==> src/rtl/scale_pkg.sv <==
// scale_pkg: shared defaults, FSM state type and ID-width helper for scale_sched.
// Contents:
//   DATA_WIDTH_DEF / FRAC_DEF : default word width and fractional bits
//   state_t                   : output slot state (EMPTY, FULL)
//   id_w(n)                   : width of a requester index for n requesters
package scale_pkg;
    localparam int DATA_WIDTH_DEF = 20;
    localparam int FRAC_DEF       = 16;

    typedef enum logic {EMPTY, FULL} state_t;

    function automatic int id_w(input int n);
        return (n > 1) ? $clog2(n) : 1;
    endfunction
endpackage

==> src/rtl/scale_core.sv <==
// scale_core: combinational shift-add scaler (a*0.6875) with optional negate.
// Ports:
//   i_a   : signed fixed-point operand
//   i_neg : negate the scaled result
//   o_y   : scaled (and optionally negated) result, wrapping
// Macro SCALE_TWOS_NEG_EN: negate as two's complement; otherwise one's complement.
import scale_pkg::*;

module scale_core #(
    parameter int DATA_WIDTH = DATA_WIDTH_DEF
) (
    input  logic [DATA_WIDTH-1:0] i_a,
    input  logic                  i_neg,
    output logic [DATA_WIDTH-1:0] o_y
);
    logic signed [DATA_WIDTH-1:0] a_s;
    logic signed [DATA_WIDTH-1:0] scaled;

    always_comb begin
        a_s    = i_a;
        scaled = (a_s >>> 1) + (a_s >>> 3) + (a_s >>> 4);
`ifdef SCALE_TWOS_NEG_EN
        o_y    = i_neg ? -scaled : scaled;
`else
        o_y    = i_neg ? ~scaled : scaled;
`endif
    end
endmodule

==> src/rtl/scale_sched.sv <==
// scale_sched: round-robin arbiter feeding a one-deep registered scaler output slot.
// Ports:
//   i_clk, i_rst_n            : clock, synchronous active-low reset
//   i_req_valid/data/neg      : per-requester valid, packed signed operand, negate select
//   o_req_ready               : one-hot grant (zero when the slot cannot accept)
//   o_out_valid/data/id       : registered result and the index that produced it
//   i_out_ready               : consumer accepts the result
// Macro SCALE_TWOS_NEG_EN (in scale_core): two's-complement negate instead of one's.
import scale_pkg::*;

module scale_sched #(
    parameter int DATA_WIDTH = DATA_WIDTH_DEF,
    parameter int FRAC       = FRAC_DEF,
    parameter int N_REQ      = 4
) (
    input  logic                        i_clk,
    input  logic                        i_rst_n,
    input  logic [N_REQ-1:0]            i_req_valid,
    input  logic [N_REQ*DATA_WIDTH-1:0] i_req_data,
    input  logic [N_REQ-1:0]            i_req_neg,
    output logic [N_REQ-1:0]            o_req_ready,
    output logic                        o_out_valid,
    input  logic                        i_out_ready,
    output logic [DATA_WIDTH-1:0]       o_out_data,
    output logic [id_w(N_REQ)-1:0]      o_out_id
);
    localparam int IW = id_w(N_REQ);

    if (N_REQ < 2 || N_REQ > 8 || FRAC > DATA_WIDTH) begin : g_bad_cfg
        $error("scale_sched: illegal parameter combination");
    end

    state_t                state_q, state_d;
    logic [IW-1:0]         last_q, last_d;
    logic [IW-1:0]         id_q, id_d;
    logic [DATA_WIDTH-1:0] data_q, data_d;
    logic [IW-1:0]         gnt_id, idx;
    logic                  found, free, xfer, neg_sel;
    logic [DATA_WIDTH-1:0] op, core_y;

    scale_core #(.DATA_WIDTH(DATA_WIDTH)) u_core (
        .i_a   (op),
        .i_neg (neg_sel),
        .o_y   (core_y)
    );

    always_comb begin
        free   = (state_q == EMPTY) || i_out_ready;
        found  = 1'b0;
        gnt_id = '0;
        idx    = '0;
        // Search begins one past the last winner so every requester gets a turn.
        for (int i = 1; i <= N_REQ; i++) begin
            idx = IW'((int'(last_q) + i) % N_REQ);
            if (!found && i_req_valid[idx]) begin
                found  = 1'b1;
                gnt_id = idx;
            end
        end
        // Gating with i_rst_n keeps grants low during the reset cycle.
        xfer        = free && found && i_rst_n;
        o_req_ready = xfer ? (N_REQ'(1) << gnt_id) : '0;
        op          = DATA_WIDTH'(i_req_data >> (int'(gnt_id) * DATA_WIDTH));
        neg_sel     = i_req_neg[gnt_id];
        // A drain and a new transfer in the same cycle keep the slot FULL.
        state_d     = xfer ? FULL : (i_out_ready ? EMPTY : state_q);
        data_d      = xfer ? core_y : data_q;
        id_d        = xfer ? gnt_id : id_q;
        last_d      = xfer ? gnt_id : last_q;
    end

    always_ff @(posedge i_clk) begin
        if (!i_rst_n) begin
            state_q <= EMPTY;
            data_q  <= '0;
            id_q    <= '0;
            last_q  <= IW'(N_REQ - 1);
        end else begin
            state_q <= state_d;
            data_q  <= data_d;
            id_q    <= id_d;
            last_q  <= last_d;
        end
    end

    assign o_out_valid = (state_q == FULL);
    assign o_out_data  = data_q;
    assign o_out_id    = id_q;
endmodule

==> config.mk <==
export PLATFORM = sky130hd
export DESIGN_NAME = scale_sched
export DESIGN_NICKNAME = d
export VERILOG_FILES = /design/src/rtl/scale_pkg.sv /design/src/rtl/scale_core.sv /design/src/rtl/scale_sched.sv
export SDC_FILE = /design/constraint.sdc
export NUM_CORES = 1
export LEC_CHECK = 0
export BUFFER_PORTS_ARGS = -buffer_cell sky130_fd_sc_hd__buf_4
export CORE_MARGIN = 2
export CORE_UTILIZATION = 54
export DETAILED_ROUTE_END_ITERATION = 8
export PLACE_DENSITY_LB_ADDON = 0.3
export SYNTH_ARGS = -nofsm -noshare
export SYNTH_HDL_FRONTEND = slang
export SYNTH_SLANG_ARGS = --single-unit
==> constraint.sdc <==
create_clock -name i_clk -period 10.9 [get_ports i_clk]
set_input_delay 1.09 -clock i_clk [delete_from_list [all_inputs] [get_ports i_clk]]
set_output_delay 1.09 -clock i_clk [all_outputs]
set_load 0.03 [all_outputs]
==> run_results.csv, run 1 <==
group,metric,value,unit
cells_and_area,multi_input_area,0.00234,mm²
timing,rsz0062_at_grt,"no",
cells_and_area,final_cell_mix,"buf_4 (116), a21oi_1 (28), nand2_1 (26), xnor2_1 (26), ha_1 (26)",
timing,hold_ws,0.472,ns
cells_and_area,final_util,71.9,%
logic_synthesis,ys_types,50,
power,power.leakage,1.90,nW
worst_setup_path,reg2reg_depth,17,
logic_synthesis,yosysWarnings,0,
timing,drv_slew,0,
worst_setup_path,worstSetupPathType,"in2reg",
detailed_routing,wl_met1,2.90,mm
cts,path_clk_slew,0.08,ns
min_path,hp-class,"reg2reg",
place,portBuffers,113,
logic_synthesis,synth_area_per_cell,8.67,µm²
logic_synthesis,synth-edff-count,0,
logic_synthesis,synth-seq-cells,25,
floorplan,num_rows,27,
floorplan,die_h,78.8,µm
worst_setup_path,critPathLaunchType,"primary input",
logic_synthesis,synth_nets,473,
cells_and_area,nets,574,
cts,cts_made_buffers,3,
detailed_routing,top_layer_used,"met4",
worst_setup_path,crit_slowest_cell,"buf_4",
floorplan,io_pins,118,
global_route,grt_pass1_wl,12.5,mm
timing,setup_viol,0,
cells_and_area,fill_cells,434,
place,dpl.cell_count,516,
floorplan,core,0.00544,mm²
cts,clk_latency,0.26,ns
timing,fin_skew,0.00488,ns
min_path,holdPathStages,2,
worst_setup_path,cp_max_fo,44,
detailed_routing,drc,0,
timing,worstMarginPinSlew,0.755,ns
global_route,gr-total-overflow,0,
logic_synthesis,async_flop_share,0,%
cells_and_area,syn_to_final_growth,29.6,%
cts,htreeDepth,1,
detailed_routing,dr_wl_met3,248,µm
logic_synthesis,ys.flop_type,"dfxtp_1",
worst_setup_path,worstPathRequired,11.05,ns
global_route,grt_pass1_vias,2922,
timing,period_needed,5.63,ns
cells_and_area,drive_above_1_share,31.3,%
cts,cts-root-buf,"clkbuf_8",
cts,cts.sinks,25,
logic_synthesis,netlist_instances,348,
cts,postCtsSetupRepairBufs,0,
timing,hold_violations,0,
cts,clockBufferDepth,2,
cells_and_area,fin_cells,520,
worst_setup_path,cp-end-kind,"flop",
worst_setup_path,critical-path-max-stage-delay,0.46,ns
worst_setup_path,cp_cell_sequence,"buf_4 -> and2b_1 -> a21oi_1 -> o221a_2 -> buf_4 -> mux2_2 -> o21ai_0 -> inv_1 -> fa_1 -> ha_1 -> fa_1 -> a21o_1 -> a221oi_2 -> o211ai_1 -> o22a_1 -> a31oi_1 -> xnor2_1 -> a21oi_1",
detailed_routing,drt_wl_total,7.46,mm
detailed_routing,drt_iter0_drc,70,
worst_setup_path,cp_data_arrival_time,5.79,ns
power,power_density,271,mW/mm²
cts,cts_tree,"yes",
cts,post_cts_resized,0,
detailed_routing,drt-pass1-iter-count,4,
power,ir_drop,0.000206,V
place,dp_hpwl,6.11,mm
logic_synthesis,netlist_area,0.00302,mm²
run,cap_violations,0,
cells_and_area,layout_commonest_cell,"buf_4",
global_route,grt_max_degree,45,
status,outcome,"completed",
place,globalplace.congestion,0.848,
power,fin_total_pwr,1.06,mW
timing,clock.fmax,177,MHz
cells_and_area,seqCellArea,500,µm²
detailed_routing,wl_per_cell,14.3,µm
detailed_routing,via_count,2858,
logic_synthesis,ys_seq_area_share,16.6,%
detailed_routing,postRouteAntennaNets,0,
cts,ctsHoldBuffers,0,
floorplan,fp.dieArea,0.00620,mm²
timing,fin_setup_tns,0,ns
detailed_routing,viasPerCell,5.50,
global_route,grt_antenna_before_repair,0,
timing,min_period_over_period,51.7,%
floorplan,die_w,78.8,µm
global_route,grt_usage,24.5,%
timing,relSlewSlack,49.2,%
floorplan,initial_core_util,55.5,%
detailed_routing,wl_met2,4.16,mm
cells_and_area,n_antenna_cell,0,
-- cells in the mapped netlist (2+ instances only) --
library cell	number	area share (%)
a21oi_1	28	4.6
ha_1	26	11
nand2_1	26	3.2
xnor2_1	26	7.5
dfxtp_1	25	17
mux2i_1	25	8.3
inv_1	17	2.1
a211oi_1	15	3.7
o21ai_0	14	2.3
mux2_2	12	4.5
xor2_1	12	3.5
nor2_1	11	1.4
o21bai_1	10	2.5
a21o_1	9	2.2
buf_2	8	1.3
fa_1	8	5.3
clkbuf_1	7	0.87
nor2b_1	7	1.5
nand3_1	5	0.83
o21ai_1	5	0.83
nand2b_1	4	0.83
o21a_1	4	1.0
nand4_1	3	0.62
o211ai_1	3	0.75
or3_1	3	0.62
xnor2_2	3	1.6
a31oi_1	2	0.41
and2_1	2	0.41
and3_1	2	0.41
buf_1	2	0.25
buf_6	2	0.75
mux4_2	2	1.5
nor3b_1	2	0.50
o2111ai_1	2	0.58
-- power breakdown --
part | internal, mW | leakage, nW | switching [mW]
clock network | 0.0261 | 0.0228 | 0.0271
logic | 0.410 | 1.67 | 0.454
registers | 0.125 | 0.208 | 0.0175
-- per-stage QoR --
step	worst slack, ns	instance area, µm²
floorplan	5.70	3020
global placement	5.08	3860
detailed placement	5.02	3860
CTS	5.29	3910
global route	4.97	3910
finish	5.27	3910
-- cell type report --
class	count	share of cell area (%)
clock buffers	4	1.15
inverters	17	1.63
multi-input cells	286	59.8
flip-flops and latches	25	12.8
well taps	72	2.30
repair buffers	116	22.3
-- routing by layer --
metal / GRT usage, % / up-vias
li1: - / 1445
met3: 4.20 / 14
met2: 49.1 / 53
met4: 5.79 / 0
met5: 0 / -
met1: 26.1 / 1346
-- worst paths after layout --
check                                    start              to  slack [ns]
worst max-delay path            i_req_valid[1]  o_out_data[17]        5.27
worst min-delay path               o_out_id[1]     o_out_id[1]        0.47
worst max register to register       last_q[1]  o_out_data[17]        5.79
worst min register to register     o_out_id[1]     o_out_id[1]        0.47
-- cell families after synthesis --
kind of cell / share of synthesized area, %
AOI/OAI and AO/OA: 22.3
xor gates and xnor gates: 13.4
adders and majority gates: 16.1
buffers and inverters: 5.97
DFF: 16.6
muxes: 14.3
and+or+nand+nor: 11.4
-- registers in the layout (all words and copies together) (netlist names) --
register	count
o_out_data	20
last_q	2
o_out_id	2
o_out_valid	1
-- critical path: cells and delay by family --
kind,cells,cell delay [ns]
buffers and inverters,3,0.70
adder cells (fa/ha/maj),3,1.08
XOR/XNOR,1,0.17
AO/OA/AOI/OAI,9,2.16
multiplexers,1,0.39
AND/OR/NAND/NOR,1,0.16
Note: power is estimated with default switching activity, not from simulation.
==> inputs of run 2 (changes only) <==
- ABC_AREA: default -> 1
- CORE_UTILIZATION: 54 -> 52
- clock period: 10.9 -> 5.7 ns (I/O delays scaled with it)
==> run 2 against run 1 <==
Effect of this change: area after synthesis up 13%; count of clock-buffer cells in the layout stayed put; cell area increased by 10%; clock skew shrank 0.0028 ns; cell count grew 41%; synthesized cell count grew 59%; largest cell class unchanged; critical path depth rose by 13; hold slack gained 0.0043 ns.
==> run_results.csv, run 2 <==
group,metric,value,unit
status,outcome,"completed",
logic_synthesis,netlist_area,0.00340,mm²
min_path,holdPathStages,2,
floorplan,core,0.00635,mm²
cts,ctsHoldBuffers,0,
global_route,grt_usage,23.5,%
logic_synthesis,async_flop_share,0,%
detailed_routing,viasPerCell,5.04,
cts,cts-root-buf,"clkbuf_8",
global_route,grt_antenna_before_repair,0,
cells_and_area,fill_cells,591,
timing,drv_slew,0,
detailed_routing,via_count,3704,
floorplan,die_h,84.8,µm
cells_and_area,fin_cells,735,
logic_synthesis,netlist.area_leader.share,21.1,%
place,placed_area,0.00426,mm²
logic_synthesis,synth-seq-cells,25,
logic_synthesis,yosysWarnings,0,
detailed_routing,postRouteAntennaNets,0,
run,cap_violations,0,
global_route,grt_pass1_vias,3473,
worst_setup_path,cp_data_arrival_time,5.28,ns
worst_setup_path,cp_max_fo,22,
logic_synthesis,ys_seq_area_share,14.7,%
worst_setup_path,r2r_end,"o_out_data[17]",
cells_and_area,drive_above_1_share,24.6,%
timing,min_period_over_period,89.7,%
floorplan,fp.dieArea,0.00720,mm²
logic_synthesis,synth-edff-count,0,
timing,setup_viol,0,
logic_synthesis,synth_area_per_cell,6.15,µm²
cts,cts.sinks,25,
global_route,grt_max_degree,33,
cts,post_cts_resized,0,
worst_setup_path,critPathLaunchType,"flop",
cells_and_area,final_cell_mix,"nand2_1 (191), buf_4 (114), inv_1 (68)",
global_route,gr-total-overflow,0,
timing,relSlewSlack,69.4,%
detailed_routing,drt_iter0_drc,105,
worst_setup_path,worst_path_most_repeated_cell,"nand2_1",
floorplan,die_w,84.8,µm
logic_synthesis,synthTopCellsByArea,"nand2_1 (21%), dfxtp_1 (15%), ha_1 (9.6%)",
cells_and_area,fin_area,0.00430,mm²
detailed_routing,drt_wl_total,8.42,mm
detailed_routing,drt-pass1-iter-count,4,
cells_and_area,n_antenna_cell,0,
timing,hold_violations,0,
logic_synthesis,synth.largest_area_cell,"nand2_1",
place,globalplace.congestion,0.837,
cts,path_clk_slew,0.08,ns
cts,postCtsSetupRepairBufs,0,
place,dpl.cell_count,731,
cts,clockBufferDepth,2,
cts,cts_made_buffers,3,
logic_synthesis,synth_nets,678,
min_path,holdPathEnd,"o_out_id[0]",
logic_synthesis,netlist_instances,553,
place,dp_hpwl,7.14,mm
worst_setup_path,critical-path-max-stage-delay,0.56,ns
worst_setup_path,ff2ff_setup_slack,0.58,ns
worst_setup_path,cp-end-kind,"flop",
timing,fin_setup_tns,0,ns
worst_setup_path,worstPathRequired,5.87,ns
timing,fin_skew,0.00204,ns
min_path,hp-class,"reg2reg",
worst_setup_path,crit_slowest_cell,"dfxtp_1",
timing,worstMarginPinSlew,0.457,ns
cts,htreeDepth,1,
min_path,hold_start,"o_out_id[0]",
logic_synthesis,netlist_top_cells_count,"nand2_1 (191), inv_1 (68), nand3_1 (41)",
cells_and_area,largest_register_ff_count,20,
cells_and_area,syn_to_final_growth,26.6,%
detailed_routing,wl_per_cell,11.5,µm
logic_synthesis,ys.flop_type,"dfxtp_1",
floorplan,num_rows,29,
cells_and_area,nets,784,
worst_setup_path,rr_startpoint,"last_q[0]",
floorplan,io_pins,118,
place,portBuffers,113,
global_route,grt_pass1_wl,14.5,mm
worst_setup_path,worstSetupPathType,"reg2reg",
floorplan,initial_core_util,53.5,%
cts,cts_tree,"yes",
worst_setup_path,reg2reg_depth,31,
logic_synthesis,synth.most_common_cell,"nand2_1",
detailed_routing,drc,0,
timing,clock.fmax,195,MHz
cts,clk_latency,0.26,ns
timing,period_needed,5.12,ns
cells_and_area,layout_commonest_cell,"nand2_1",
logic_synthesis,ys_types,38,
timing,rsz0062_at_grt,"no",
[run 2: changes by cell type after synthesis, sizes merged, moves of 8 or more]
| cell | change |
|---|---|
| nand2 | +177 |
| inv | +64 |
| nand3 | +39 |
| mux2i | -25 |
| nor2 | +19 |
| xnor2 | -19 |
| a211oi | -15 |
| o21ai | +13 |
| mux2 | -12 |
| a22oi | +8 |
| or2 | +8 |
[run 2: metrics by stage]
step	hold slack (ns)	setup slack (ns)	util (%)
2_1_floorplan	0.563	1.56	-
3_3_place_gp	0.457	0.615	67.1
3_5_place_dp	0.465	0.515	67.1
4_1_cts	0.478	0.585	67.8
5_1_grt	0.506	0.165	67.8
6_report	0.476	0.585	67.8
[run 2: routing by layer]
metal / track usage [%] / up-vias / part of all wire [%]
met5: 0 / - / 0
met1: 30.4 / 1611 / 46
met3: 2.14 / 4 / 5.4
met4: 4.76 / 0 / 0.63
li1: - / 1975 / -
met2: 42.6 / 114 / 48
[run 2: cell type report]
class | instances | area, µm² | share of cell area (%)
clock buffers | 4 | 45.0 | 1.05
inverters | 81 | 309 | 7.18
multi-input cells | 434 | 2500 | 58.0
flip-flops and latches | 25 | 500 | 11.6
well taps | 77 | 96.3 | 2.24
repair buffers | 114 | 856 | 19.9
[run 2: logic make-up (layout without fill, tap and decap cells)]
logic type | count (synthesis) | in the layout | synth area share (%)
compound gates | 81 | 81 | 14.5
simple gates | 294 | 294 | 38.3
xor+xnor | 25 | 25 | 6.44
buf+inv | 94 | 199 | 11.8
fa+ha+maj | 34 | 34 | 14.3
flops | 25 | 25 | 14.7
[run 2: worst max path at each step]
stage	startpoint	to	slack, ns	depth (start not counted)
floorplan	i_req_valid[3]	o_out_data[19]	1.56	32
global placement	i_req_valid[3]	o_out_data[17]	0.62	31
detailed placement	i_req_valid[3]	o_out_data[17]	0.52	31
CTS	last_q[0]	o_out_data[17]	0.59	31
global route	last_q[0]	o_out_data[19]	0.17	33
finish	last_q[0]	o_out_data[17]	0.58	31
[run 2: critical path, delay by kind of cell (launching register included)]
kind	cells	cell delay (ns)
simple gates	20	2.32
fa+ha+maj	3	1.09
flops	1	0.56
buf+inv	5	0.50
compound gates	2	0.34
xor+xnor	1	0.21
Power of run 2 is left out: the tool's default activity adds up to more than one toggle a clock period on the data nets, which glitch-free logic cannot reach.
